--- src/rtl/gomoku_board_writer_if.sv ---
// Move request / response bundle for gomoku_board_writer.
// The player side drives the request; the board writer answers with a
// one-cycle result strobe and a result code.
interface gomoku_board_writer_if;
    logic       mv_valid;
    logic [5:0] mv_idx;
    logic       mv_ready;
    logic       rsp_valid;
    logic [1:0] rsp_code;

    modport master (
        output mv_valid,
        output mv_idx,
        input  mv_ready,
        input  rsp_valid,
        input  rsp_code
    );

    modport slave (
        input  mv_valid,
        input  mv_idx,
        output mv_ready,
        output rsp_valid,
        output rsp_code
    );
endinterface

--- src/rtl/gomoku_board_writer.sv ---
// gomoku_board_writer: sole writer of the gomoku board register read by the
// VGA pixel generator. Moves arrive over a valid/ready handshake, are checked
// against the game state, legal stones are written and the turn alternates.
// Optional feature macro GOMOKU_WIN_CHECK_EN: adds a sequential neighbour
// scan after each legal move that ends the game on WIN_LEN-in-a-row.
//
// state | meaning
// IDLE  | waiting for a move, mv_ready high
// CHECK | validate latched index, write the stone when legal
// SCAN  | probe one neighbour cell per cycle (win-check build only)
// RESP  | strobe rsp_valid, commit turn and game-over outcome
module gomoku_board_writer #(
    parameter int N       = 6,
    parameter int WIN_LEN = 5
) (
    input  logic                    clk_i,
    input  logic                    rst_ni,
    input  logic                    clear_i,
    gomoku_board_writer_if.slave    mv_if,
    output logic [2*N*N-1:0]        board_o,
    output logic                    turn_o,
    output logic                    game_over_o,
    output logic [1:0]              winner_o
);

    localparam int         CELLS  = N * N;
    localparam int         BW     = 2 * CELLS;
    localparam logic [6:0] CELLS7 = 7'(CELLS);

    localparam logic [1:0] S_IDLE  = 2'd0;
    localparam logic [1:0] S_CHECK = 2'd1;
    localparam logic [1:0] S_SCAN  = 2'd2;
    localparam logic [1:0] S_RESP  = 2'd3;

    localparam logic [1:0] RC_OK       = 2'd0;
    localparam logic [1:0] RC_OCCUPIED = 2'd1;
    localparam logic [1:0] RC_RANGE    = 2'd2;
    localparam logic [1:0] RC_OVER     = 2'd3;

    // The 6-bit index space and the 128-bit read window limit the board size.
    generate
        if (N < 2 || N > 7 || WIN_LEN < 2 || WIN_LEN > N) begin : g_bad_param
            $error("gomoku_board_writer: unsupported N / WIN_LEN");
        end
    endgenerate

    logic [1:0]    state_q, state_d;
    logic [5:0]    idx_q, idx_d;
    logic [BW-1:0] board_q, board_d;
    logic          turn_q, turn_d;
    logic          over_q, over_d;
    logic [1:0]    winner_q, winner_d;
    logic [1:0]    rsp_code_q, rsp_code_d;
    logic [5:0]    stones_q, stones_d;

    logic [127:0]  board_ext;
    logic [1:0]    cur_cell;
    logic [1:0]    mover;
    logic          win_w;

    // Zero-padded read window so any 6-bit index can be looked up safely.
    assign board_ext = {{(128 - BW){1'b0}}, board_q};
    assign cur_cell  = board_ext[{idx_q, 1'b0} +: 2];
    assign mover     = {turn_q, ~turn_q};

`ifdef GOMOKU_WIN_CHECK_EN
    localparam int RW = $clog2(WIN_LEN) + 1;
    localparam int CW = $clog2(2 * WIN_LEN) + 1;

    logic [1:0]    dir_q, dir_d;
    logic          side_q, side_d;
    logic          alive_q, alive_d;
    logic          win_q, win_d;
    logic [RW-1:0] rem_q, rem_d;
    logic [CW-1:0] run_q, run_d, run_next;

    int            step_r, step_c, probe_off, probe_r, probe_c;
    logic          probe_in, probe_hit;
    logic [5:0]    probe_idx;
    logic [1:0]    probe_cell;

    // Locate the current probe cell; a hit extends the run only while no
    // earlier probe on this side has stopped it.
    always_comb begin
        step_r = 1;
        step_c = 0;
        case (dir_q)
            2'd0:    begin step_r = 0; step_c = 1;  end
            2'd1:    begin step_r = 1; step_c = 0;  end
            2'd2:    begin step_r = 1; step_c = 1;  end
            default: begin step_r = 1; step_c = -1; end
        endcase
        probe_off = WIN_LEN - int'(rem_q);
        if (side_q) begin
            probe_off = -probe_off;
        end
        probe_r    = int'(idx_q) / N + step_r * probe_off;
        probe_c    = int'(idx_q) % N + step_c * probe_off;
        probe_in   = (probe_r >= 0) && (probe_r < N) && (probe_c >= 0) && (probe_c < N);
        probe_idx  = probe_in ? 6'(probe_r * N + probe_c) : 6'd0;
        probe_cell = board_ext[{probe_idx, 1'b0} +: 2];
        probe_hit  = alive_q && probe_in && (probe_cell == mover);
        run_next   = run_q + CW'(probe_hit);
    end

    assign win_w = win_q;

    // Scan bookkeeping registers.
    always_ff @(posedge clk_i or negedge rst_ni) begin
        if (!rst_ni) begin
            dir_q   <= 2'd0;
            side_q  <= 1'b0;
            alive_q <= 1'b0;
            win_q   <= 1'b0;
            rem_q   <= '0;
            run_q   <= '0;
        end else begin
            dir_q   <= dir_d;
            side_q  <= side_d;
            alive_q <= alive_d;
            win_q   <= win_d;
            rem_q   <= rem_d;
            run_q   <= run_d;
        end
    end
`else
    assign win_w = 1'b0;
`endif

    // Move FSM: validation, board write, scan sequencing and game outcome.
    always_comb begin
        state_d    = state_q;
        idx_d      = idx_q;
        board_d    = board_q;
        turn_d     = turn_q;
        over_d     = over_q;
        winner_d   = winner_q;
        rsp_code_d = rsp_code_q;
        stones_d   = stones_q;
`ifdef GOMOKU_WIN_CHECK_EN
        dir_d      = dir_q;
        side_d     = side_q;
        alive_d    = alive_q;
        win_d      = win_q;
        rem_d      = rem_q;
        run_d      = run_q;
`endif
        if (clear_i) begin
            state_d  = S_IDLE;
            board_d  = '0;
            turn_d   = 1'b0;
            over_d   = 1'b0;
            winner_d = 2'b00;
            stones_d = 6'd0;
        end else begin
            case (state_q)
                S_IDLE: begin
                    if (mv_if.mv_valid) begin
                        idx_d   = mv_if.mv_idx;
                        state_d = S_CHECK;
                    end
                end
                S_CHECK: begin
                    state_d = S_RESP;
                    if (over_q) begin
                        rsp_code_d = RC_OVER;
                    end else if ({1'b0, idx_q} >= CELLS7) begin
                        rsp_code_d = RC_RANGE;
                    end else if (cur_cell != 2'b00) begin
                        rsp_code_d = RC_OCCUPIED;
                    end else begin
                        for (int i = 0; i < CELLS; i++) begin
                            if (idx_q == 6'(i)) begin
                                board_d[2*i +: 2] = mover;
                            end
                        end
                        stones_d = stones_q + 6'd1;
`ifdef GOMOKU_WIN_CHECK_EN
                        // rsp_code is left untouched until the scan finishes
                        state_d = S_SCAN;
                        dir_d   = 2'd0;
                        side_d  = 1'b0;
                        alive_d = 1'b1;
                        win_d   = 1'b0;
                        rem_d   = RW'(WIN_LEN - 1);
                        run_d   = '0;
`else
                        rsp_code_d = RC_OK;
`endif
                    end
                end
`ifdef GOMOKU_WIN_CHECK_EN
                S_SCAN: begin
                    run_d = run_next;
                    if (rem_q == RW'(1)) begin
                        rem_d   = RW'(WIN_LEN - 1);
                        alive_d = 1'b1;
                        if (!side_q) begin
                            side_d = 1'b1;
                        end else begin
                            side_d = 1'b0;
                            run_d  = '0;
                            if (int'(run_next) + 1 >= WIN_LEN) begin
                                win_d = 1'b1;
                            end
                            dir_d = dir_q + 2'd1;
                            if (dir_q == 2'd3) begin
                                state_d    = S_RESP;
                                rsp_code_d = RC_OK;
                            end
                        end
                    end else begin
                        rem_d   = rem_q - RW'(1);
                        alive_d = probe_hit;
                    end
                end
`endif
                S_RESP: begin
                    state_d = S_IDLE;
                    if (rsp_code_q == RC_OK) begin
                        turn_d = ~turn_q;
                        if (win_w) begin
                            over_d   = 1'b1;
                            winner_d = mover;
                        end else if (stones_q == 6'(CELLS)) begin
                            over_d   = 1'b1;
                            winner_d = 2'b11;
                        end
                    end
                end
                default: state_d = S_IDLE;
            endcase
        end
    end

    // Core state registers.
    always_ff @(posedge clk_i or negedge rst_ni) begin
        if (!rst_ni) begin
            state_q    <= S_IDLE;
            idx_q      <= 6'd0;
            board_q    <= '0;
            turn_q     <= 1'b0;
            over_q     <= 1'b0;
            winner_q   <= 2'b00;
            rsp_code_q <= RC_OK;
            stones_q   <= 6'd0;
        end else begin
            state_q    <= state_d;
            idx_q      <= idx_d;
            board_q    <= board_d;
            turn_q     <= turn_d;
            over_q     <= over_d;
            winner_q   <= winner_d;
            rsp_code_q <= rsp_code_d;
            stones_q   <= stones_d;
        end
    end

    // A clear in the response cycle drops the strobe together with the move.
    assign mv_if.mv_ready  = (state_q == S_IDLE);
    assign mv_if.rsp_valid = (state_q == S_RESP) && !clear_i;
    assign mv_if.rsp_code  = rsp_code_q;
    assign board_o         = board_q;
    assign turn_o          = turn_q;
    assign game_over_o     = over_q;
    assign winner_o        = winner_q;

endmodule

--- src/flat_wrapper.sv ---
// flat-port wrapper written by rule: the top's interface ports become plain ports
module gomoku_board_writer_flat 
#(
    parameter int N       = 6,
    parameter int WIN_LEN = 5
)
  (clk_i, rst_ni, clear_i, board_o, turn_o, game_over_o, winner_o, mv_if_mv_valid, mv_if_mv_idx, mv_if_mv_ready, mv_if_rsp_valid, mv_if_rsp_code);
  gomoku_board_writer_if mv_if_i ();
  input  logic clk_i;
  input  logic rst_ni;
  input  logic clear_i;
  output logic [2*N*N-1:0] board_o;
  output logic turn_o;
  output logic game_over_o;
  output logic [1:0] winner_o;
  input wire logic [$bits(mv_if_i.mv_valid)-1:0] mv_if_mv_valid;
  input wire logic [$bits(mv_if_i.mv_idx)-1:0] mv_if_mv_idx;
  output wire logic [$bits(mv_if_i.mv_ready)-1:0] mv_if_mv_ready;
  output wire logic [$bits(mv_if_i.rsp_valid)-1:0] mv_if_rsp_valid;
  output wire logic [$bits(mv_if_i.rsp_code)-1:0] mv_if_rsp_code;
  assign mv_if_i.mv_valid = mv_if_mv_valid;
  assign mv_if_i.mv_idx = mv_if_mv_idx;
  assign mv_if_mv_ready = mv_if_i.mv_ready;
  assign mv_if_rsp_valid = mv_if_i.rsp_valid;
  assign mv_if_rsp_code = mv_if_i.rsp_code;
  gomoku_board_writer #(.N(N), .WIN_LEN(WIN_LEN)) u_core (.clk_i(clk_i), .rst_ni(rst_ni), .clear_i(clear_i), .mv_if(mv_if_i), .board_o(board_o), .turn_o(turn_o), .game_over_o(game_over_o), .winner_o(winner_o));
endmodule
--- config.mk ---
export PLATFORM = sky130hd
export DESIGN_NAME = gomoku_board_writer_flat
export DESIGN_NICKNAME = d
export VERILOG_FILES = /design/src/rtl/gomoku_board_writer_if.sv /design/src/rtl/gomoku_board_writer.sv /design/src/flat_wrapper.sv
export SDC_FILE = /design/constraint.sdc
export NUM_CORES = 1
export LEC_CHECK = 0
export ABC_AREA = 0
export CAP_MARGIN = 40
export CORE_MARGIN = 5
export CORE_UTILIZATION = 63
export CTS_CLUSTER_SIZE = 16
export DETAILED_ROUTE_END_ITERATION = 10
export DONT_BUFFER_PORTS = 1
export GPL_TIMING_DRIVEN = 0
export PLACE_DENSITY_LB_ADDON = 0.25
export SYNTH_ARGS = -nofsm -noshare
export SYNTH_HDL_FRONTEND = slang
export SYNTH_SLANG_ARGS = --single-unit
--- constraint.sdc ---
create_clock -name clk_i -period 2.79 [get_ports clk_i]
set_clock_uncertainty 0.2 [all_clocks]
set_input_delay 0.1395 -clock clk_i [delete_from_list [all_inputs] [get_ports clk_i]]
set_output_delay 0.1395 -clock clk_i [all_outputs]
set_load 0.05 [all_outputs]
### Yosys cells after proc, flatten, opt, wreduce, memory -nomap -nowiden

Cells that the tools add are included.

| cells by class | value |
|---|---|
| reductions and logical operators | 87 |
| mux-type cells | 63 |
| $lt $le $gt $ge | 1 |
| divide/modulo/power cells | 0 |
| eq/ne operators | 42 |
| $mul | 0 |
| $add $sub $neg | 1 |
| bitwise logic cells | 2 |
| shift-type cells | 1 |

Operator list:

| operator | number |
|---|---|
| two-way mux 72 bit | 5 |
| AND reduction 5 bit | 36 |
| variable part select 128 x 8 -> 2 bit | 1 |
| equality test 6 x 5 -> 1 bit (second input constant) | 16 |
| two-way mux 2 bit | 44 |
| nonzero test 2 bit | 41 |
| equality test 6 x 4 -> 1 bit (second input constant) | 8 |
| equality test 6 bit (second input constant) | 5 |
| two-way mux 6 bit | 5 |
| equality test 6 x 3 -> 1 bit (second input constant) | 4 |
| equality test 6 x 2 -> 1 bit (second input constant) | 2 |
| two-way mux 1 bit | 8 |
| adder 6 x 1 -> 6 bit (second input constant) | 1 |
| equality test 6 x 1 -> 1 bit (second input constant) | 1 |
| greater-or-equal comparator 6 bit (second input constant) | 1 |
| zero test 6 bit | 1 |
| inequality test 2 bit (second input constant) | 3 |
| AND reduction 3 bit | 2 |
| zero test 2 bit | 2 |
| one-hot mux 2 bit (2 select lines) | 1 |
| AND reduction 2 bit | 2 |
| AND reduction 4 bit | 1 |
| inequality test 3 bit (second input constant) | 1 |
| equality test 2 x 1 -> 1 bit (second input constant) | 1 |
| other kinds (4) | 5 |

| word-level totals | value |
|---|---|
| memory bits (writable) | 0 |
| latch bits | 0 |
| input bits | 10 |
| output and inout port bits | 80 |
| register bits after elaboration | 92 |
| memories | 0 |
| ROM bits | 0 |

### Depth between registers and ports, before layout

Gate-level depths: netlist of the first run.

| logic depth | value |
|---|---|
| depth after elaboration | 7 |
| gate-level depth with buffers | 11 |
| mapped depth without buffers | 7 |

### Least setup slack after synthesis of the first run

Ideal clock, no wire load.

| timing path | value |
|---|---|
| path type | register to register |
| from | reg u_core.board_q[16] (netlist: u_core.board_o[16]) |
| to | reg u_core.stones_q[5] |
| required time | 2512 ps |
| slack | 174 ps |
| buffers on the path | 0 |
| setup time | 78 ps |
| clock period less this slack | 2616 ps |
| arrival time | 2338 ps |
| cell stages (with the launch flop) | 8 |
| path through | dfrtp_1 or4_1 o311a_1 a211oi_2 nand4_2 o211a_1 or3_1 a21oi_1 |

| between the ends | value |
|---|---|
| word-level cells in the longest chain between the ends | 4 |

RTL lines:

| what | line | source |
|---|---|---|
| start: declaration | gomoku_board_writer.sv:49 | `logic [BW-1:0] board_q, board_d;` |
| start signal: assignment | gomoku_board_writer.sv:250 | `board_q <= board_d;` |
| variable part select 128 x 8 -> 2 bit | gomoku_board_writer.sv:63 | `assign cur_cell = board_ext[{idx_q, 1'b0} +: 2];` |
| nonzero test 2 bit | gomoku_board_writer.sv:169 | `end else if (cur_cell != 2'b00) begin` |
| inequality test 2 bit (no line) | n/a |  |
| AND reduction 4 bit (no line) | n/a |  |
| end signal: assignment | gomoku_board_writer.sv:255 | `stones_q <= stones_d;` |
| end: declaration | gomoku_board_writer.sv:54 | `logic [5:0] stones_q, stones_d;` |

Every way passes these cells.
A chain may end at the register's enable or synchronous reset.

### Worst setup path in the final report of the first run

Ends and elaborated chain as after synthesis.

==> results.tsv, run 1 <==
stage	metric	value	unit
run_status	status	completed	
logic_synthesis	synth_seq_cells	90	
logic_synthesis	synth_area	4000	sq um
timing	fin_crit	2.74	ns
clock_tree	numCtsBuffers	9	
floorplan	fp.coreArea	6280	sq um
drt	antenna_left	0	
final_layout	final_nets	455	
setup_path	cp_max_fo	6	
final_layout	stdcell_count	525	
placed_design	place_inst	495	
placed_design	gp_congestion	0.896	
logic_synthesis	synth_warnings	0	
final_layout	synthToLayoutAreaGrowth	15.3	%
power	vdd_drop_max	0.000562	V
final_layout	drive_above_1_share	0.152	
placed_design	portBuffers	0	
logic_synthesis	synth_top_area_frac	0.563	
floorplan	die-area	8050	sq um
global_routing	first_global_vias	3424	
clock_tree	cts_buffer_depth	2	
floorplan	row_count	29	
power	power_frac_comb	0.210	
clock_tree	path_clk_slew	0.10	ns
power	pwr_density_cell	673	nW/um^2
drt	via_per_inst	6.75	
power	pwr-share-clk	0.319	
global_routing	grt_pass1_wl	18600	microns
logic_synthesis	syn_inst	413	
clock_tree	htreeDepth	3	
global_routing	overflow	0	
clock_tree	cts_tree	built	
logic_synthesis	synth_commonest_cells	nor2_1, dfrtp_1, a21oi_1	
placed_design	placed_area	4130	sq um
power	sw_frac_of_total	0.327	
floorplan	die_h	89.7	microns
global_routing	grt_max_degree	91	
setup_path	max_stage_delay	0.54	ns
floorplan	start_util	0.637	
timing	relSlewSlack	0.380	
timing	fmax	365	MHz
timing	fin_crit_sh	0.982	
final_layout	utilization	0.735	
logic_synthesis	synth_nets	425	
power	netSwitchingPower	1.01	mW
global_routing	antenna_found_initial	0	
setup_path	endpoint_kind	flop	
logic_synthesis	ys_seq_area_frac	0.563	
timing	setup_viol	0	
drt	dr.pass1.iters	6	
logic_synthesis	async_reset_ff_frac	1.00	
timing	setup_ws	0.0498	ns
logic_synthesis	syn_avg_cell_area	9.69	sq um
drt	vias	3545	
clock_tree	clk_latency	0.37	ns
floorplan	die_x	89.7	microns
drt	wire_per_inst	23.0	microns
final_layout	antenna_cells	0	
global_routing	grt_util_all_layers	0.315	
setup_path	path_cells	or4_4 -> o311a_1 -> a211oi_2 -> nand4_4 -> o211a_4 -> or3_1 -> a21oi_1	
timing	setup_tns	0	ns
logic_synthesis	synth_cell_types	50	
setup_path	worstPathArrival	2.82	ns
clock_tree	root_buffer	clkbuf_8	
power	intPower	2.09	mW
power	p_seq_frac	0.471	
drt	wl	12100	microns
min_path	hp-class	in2reg	
logic_synthesis	yosysTopAreaCell	dfrtp_1	
logic_synthesis	synth.area.top_cells	dfrtp_1, nor2_1, a21oi_1	
job	maxCapViolCount	0	
floorplan	ioPinCount	90	
setup_path	startpoint_type	flop	
timing	rsz0062_at_grt	true	
logic_synthesis	synth_flop_cell	dfrtp_1	
logic_synthesis	yosysMostFrequentCell	nor2_1	
setup_path	worstSetupPathType	reg2reg	
power	p_leak	1.97	nW
clock_tree	clock-sinks	90	
timing	hold_violations	0	
timing	drv_slew	0	
logic_synthesis	synth-edff-count	0	
drt	post-route-drc-count	0	
placed_design	hpwl	8130	microns
final_layout	fillers	457	
final_layout	final_cell_area	4610	sq um
timing	tightestPinTransition	0.926	ns
drt	drt-initial-drc-count	487	
placed_design	post-place-ws	-0.210	ns
setup_path	critical_path.slowest_cell	dfrtp_2	
setup_path	worstPathRequired	2.87	ns
==> registers in the layout, indices dropped and copies added (netlist names) <==
signal,cells
u_core.board_o,72
u_core.idx_q,6
u_core.stones_q,6
u_core.mv_if.rsp_code,2
u_core.state_q,2
u_core.turn_o,1
u_core.winner_o,1
==> path summary, 6_finish.rpt <==
path                       slack, ns                           start  cells past startpoint                             end
setup reg to reg                0.05  u_core.board_o[16]$_DFFE_PN0P_                      7  u_core.stones_q[5]$_DFFE_PN0P_
hold / removal                  0.07                         clear_i                      2   u_core.board_o[6]$_DFFE_PN0P_
min in group asynchronous       0.13                          rst_ni                      2  u_core.board_o[19]$_DFFE_PN0P_
setup / recovery                0.05  u_core.board_o[16]$_DFFE_PN0P_                      7  u_core.stones_q[5]$_DFFE_PN0P_
hold reg to reg                 0.36   u_core.state_q[1]$_DFFE_PN0P_                      1   u_core.state_q[0]$_DFFE_PN0P_
max in group asynchronous       1.91                          rst_ni                      2  u_core.board_o[42]$_DFFE_PN0P_
==> stage by stage <==
stage / power (mW) / hold WS, ns
after CTS: 3.02 / 0.0645
after detailed placement: 1.99 / -0.354
after global placement: 1.97 / -0.353
after global routing: 3.21 / 0.135
final: 3.11 / 0.0698
after floorplan: 1.82 / -0.356
==> per-layer routing <==
metal  wire (microns)  global-route usage  vias up
met5                0                   0        -
met4              357               0.119        0
met3             1640               0.129       48
met2             5680               0.472      236
met1             4390               0.413     1727
li1                 -                   -     1534
==> cell type report <==
class	count	area, sq um	share of cell area
Sequential cell	90	2260	0.490
Multi-Input combinational cell	282	1660	0.360
Timing Repair Buffer	22	205	0.0445
Clock buffer	10	128	0.0277
Buffer	22	113	0.0244
Tap cell	77	96.3	0.0209
Clock inverter	6	90.1	0.0195
Inverter	16	60.1	0.0130
==> worst max-delay path, delay by kind of cell, from the launching register on <==
kind	cells	cell delay, ns
DFF	1	0.54
AOI/OAI and AO/OA	4	0.87
and+or+nand+nor	3	1.03
==> kinds of logic (layout without fill, tap and decap cells) <==
kind of cell	Yosys count	in the layout	synth area share
simple gates	160	160	0.192
compound gates	111	111	0.173
flops	90	90	0.563
buf+inv	41	76	0.0425
mux	7	7	0.0194
fa+ha+maj	2	2	0.00625
xor+xnor	2	2	0.00438
==> power groups by stage <==
stage	Clock, mW	Sequential, mW	Combinational (mW)
2_1_floorplan	0	1.46	0.363
3_3_place_gp	0	1.47	0.495
3_5_place_dp	0	1.47	0.513
4_1_cts	0.980	1.45	0.589
5_1_grt	1.04	1.47	0.696
6_report	0.990	1.46	0.653
==> layout by cell type, fill, tap and decap left out, types with 7 or more instances in the layout <==
cell / n
or3_1: 7
clkbuf_8: 9
nor3_1: 12
clkbuf_1: 14
buf_4: 12
o22ai_1: 10
dfrtp_1: 84
a21oi_1: 44
dlygate4sd3_1: 11
inv_1: 16
nor2_1: 87
o21ai_0: 7
nand2_1: 9
a31oi_1: 27
==> what timing repair did <==
item,in CTS,in global routing
setup endpoints to repair,62,62
hold buffers,12,0
hold endpoints to repair,110,0
resized for setup,14,18
setup buffers,0,5
pin swaps,2,11
(Power assumes the default switching activity.)
==> run 2: changes to the inputs <==
- clock period: 2.79 -> 3.04 ns (I/O delays scaled with it)
==> results.tsv, run 2 (synthesis gave the netlist of run 1 again) <==
stage	metric	value	unit	change
clock_tree	numCtsBuffers	9		unchanged
floorplan	row_count	29		unchanged
clock_tree	root_buffer	clkbuf_8		unchanged
power	p_leak	1.96	nW	was 1.97 nW
clock_tree	cts_tree	built		unchanged
drt	wire_per_inst	22.9	microns	was 23.0 microns
min_path	hold_start	clear_i		unchanged
power	finalPower	2.80	mW	was 3.11 mW
global_routing	overflow	0		unchanged
global_routing	first_global_vias	3392		was 3424
timing	fin_crit_sh	0.983		was 0.982
timing	drv_slew	0		unchanged
final_layout	mostFrequentLayoutCell	nor2_1		unchanged
floorplan	fp.coreArea	6280	sq um	unchanged
setup_path	max_stage_delay	0.45	ns	was 0.54 ns
clock_tree	cts_buffer_depth	2		unchanged
power	pwr_density_cell	618	nW/um^2	was 673 nW/um^2
placed_design	placed_area	4130	sq um	unchanged
setup_path	reg2regPathDepth	10		was 7
timing	fmax	335	MHz	was 365 MHz
setup_path	path_delay_family	simple AND/OR/NAND/NOR gates		unchanged
setup_path	cp_max_fo	10		was 6
drt	post-route-drc-count	0		unchanged
setup_path	r2r_slack	0.05	ns	about the same
global_routing	grt_max_degree	91		unchanged
floorplan	ioPinCount	90		unchanged
timing	setup_tns	0	ns	unchanged
clock_tree	path_clk_slew	0.09	ns	was 0.10 ns
timing	hold_violations	0		unchanged
drt	drt-initial-drc-count	467		was 487
final_layout	drive_above_1_share	0.109		was 0.152
timing	fin_crit	2.99	ns	was 2.74 ns
clock_tree	clk_latency	0.37	ns	about the same
placed_design	gp_congestion	0.896		unchanged
final_layout	utilization	0.721		was 0.735
timing	setup_viol	0		unchanged
final_layout	fillers	468		was 457
min_path	hp-class	in2reg		unchanged
setup_path	r2r-start	u_core.idx_q[1]$_DFFE_PN0P_		was u_core.board_o[16]$_DFFE_PN0P_
setup_path	r2r-end	u_core.stones_q[5]$_DFFE_PN0P_		unchanged
final_layout	antenna_cells	0		unchanged
floorplan	die_x	89.7	microns	unchanged
clock_tree	htreeDepth	3		unchanged
timing	tightestPinTransition	0.932	ns	was 0.926 ns
placed_design	hpwl	8130	microns	unchanged
drt	dr.pass1.iters	6		unchanged
power	vdd_drop_max	0.000523	V	was 0.000562 V
placed_design	portBuffers	0		unchanged
setup_path	worstSetupPathType	reg2reg		unchanged
setup_path	endpoint_kind	flop		unchanged
drt	antenna_left	0		unchanged
timing	relSlewSlack	0.377		was 0.380
final_layout	final_cell_mix	nor2_1, dfrtp_1, a21oi_1		unchanged
floorplan	die_h	89.7	microns	unchanged
setup_path	worstPathArrival	3.07	ns	was 2.82 ns
global_routing	grt_util_all_layers	0.313		was 0.315
setup_path	crit_top_cell	clkbuf_4		
setup_path	path_buf_inv	3		was 0
timing	rsz0062_at_grt	true		unchanged
setup_path	worstPathRequired	3.12	ns	was 2.87 ns
drt	via_per_inst	6.72		was 6.75
drt	vias	3528		was 3545
final_layout	largest_reg_flops	72		unchanged
floorplan	start_util	0.637		unchanged
job	maxCapViolCount	0		unchanged
final_layout	synthToLayoutAreaGrowth	13.0	%	was 15.3%
min_path	worstHoldPathCells	2		unchanged
setup_path	startpoint_type	flop		unchanged
setup_path	path_cells	clkbuf_4 -> clkbuf_4 -> buf_2 -> nor3_1 -> a31oi_1 -> a21oi_2 -> nand4_1 -> o211a_1 -> or3_1 -> a21oi_1		was or4_4 -> o311a_1 -> a211oi_2 -> nand4_4 -> o211a_4 -> or3_1 -> a21oi_1
floorplan	die-area	8050	sq um	unchanged
drt	wl	12000	microns	was 12100 microns
clock_tree	clock-sinks	90		unchanged
min_path	holdPathEnd	u_core.board_o[6]$_DFFE_PN0P_		unchanged
final_layout	final_nets	455		unchanged
global_routing	grt_pass1_wl	18500	microns	was 18600 microns
run_status	status	completed		unchanged
final_layout	final_cell_area	4520	sq um	was 4610 sq um
setup_path	critical_path.slowest_cell	dfrtp_1		was dfrtp_2
global_routing	antenna_found_initial	0		unchanged
## run 2: cell types whose count changed in the layout (fill, tap and decap cells not counted), sizes merged
cell	before	now
buf	20	16
clkbuf	23	27
## run 2: power breakdown
group	total (mW)	switching [mW]	internal [mW]
combinational	0.558	0.373	0.185
sequential	1.33	0.0990	1.23
clock	0.906	0.440	0.466
## run 2: stage by stage
step,std cells,setup slack (ns),hold slack [ns]
2_1_floorplan,413,0.424,-0.344
3_3_place_gp,490,0.110,-0.341
3_5_place_dp,495,0.0404,-0.341
4_1_cts,523,0.0353,0.0770
5_1_grt,525,-0.00565,0.148
6_report,525,0.0509,0.106
## run 2: worst max-delay path by stage
stage,endpoint,startpoint,cells past startpoint
after detailed placement,u_core.board_o[7]$_DFFE_PN0P_,u_core.idx_q[1]$_DFFE_PN0P_,10
after floorplan,u_core.stones_q[5]$_DFFE_PN0P_,u_core.board_o[16]$_DFFE_PN0P_,7
after global placement,u_core.board_o[25]$_DFFE_PN0P_,u_core.idx_q[1]$_DFFE_PN0P_,10
final,u_core.stones_q[5]$_DFFE_PN0P_,u_core.idx_q[1]$_DFFE_PN0P_,10
after global routing,u_core.stones_q[5]$_DFFE_PN0P_,u_core.idx_q[1]$_DFFE_PN0P_,10
after CTS,u_core.stones_q[5]$_DFFE_PN0P_,u_core.idx_q[1]$_DFFE_PN0P_,9
## run 2: metal layers
metal  share of wire  wire [microns]  GRT usage  up-vias
met3            0.14            1640      0.126       36
met5               0               0          0        -
met4           0.026             308      0.115        0
met1            0.37            4500      0.417     1719
li1                -               -          -     1535
met2            0.46            5600      0.464      238
## run 2: repair_timing
item	CTS	global route
gates resized for setup	1	5
pin swaps	0	3
setup buffers	0	3
setup endpoints to repair	5	61
hold buffers	12	0
hold endpoints to repair	109	0
## run 2: layout make-up
type | count | area, sq um | area share
sequential | 90 | 2250 | 0.498
tap | 77 | 96.3 | 0.0213
buffer | 24 | 111 | 0.0246
multi-input combinational | 282 | 1600 | 0.353
inverter | 16 | 60.1 | 0.0133
timing repair buffer | 20 | 190 | 0.0420
clock inverter | 6 | 90.1 | 0.0199
clock buffer | 10 | 128 | 0.0282
## run 2: worst register-to-register path, stage by stage (launching register included)
cell and delay (ns):
dfrtp_1 0.45, clkbuf_4 0.22, clkbuf_4 0.22, buf_2 0.22, nor3_1 0.32, a31oi_1 0.11, a21oi_2 0.21, nand4_1 0.19
o211a_1 0.24, or3_1 0.36, a21oi_1 0.15
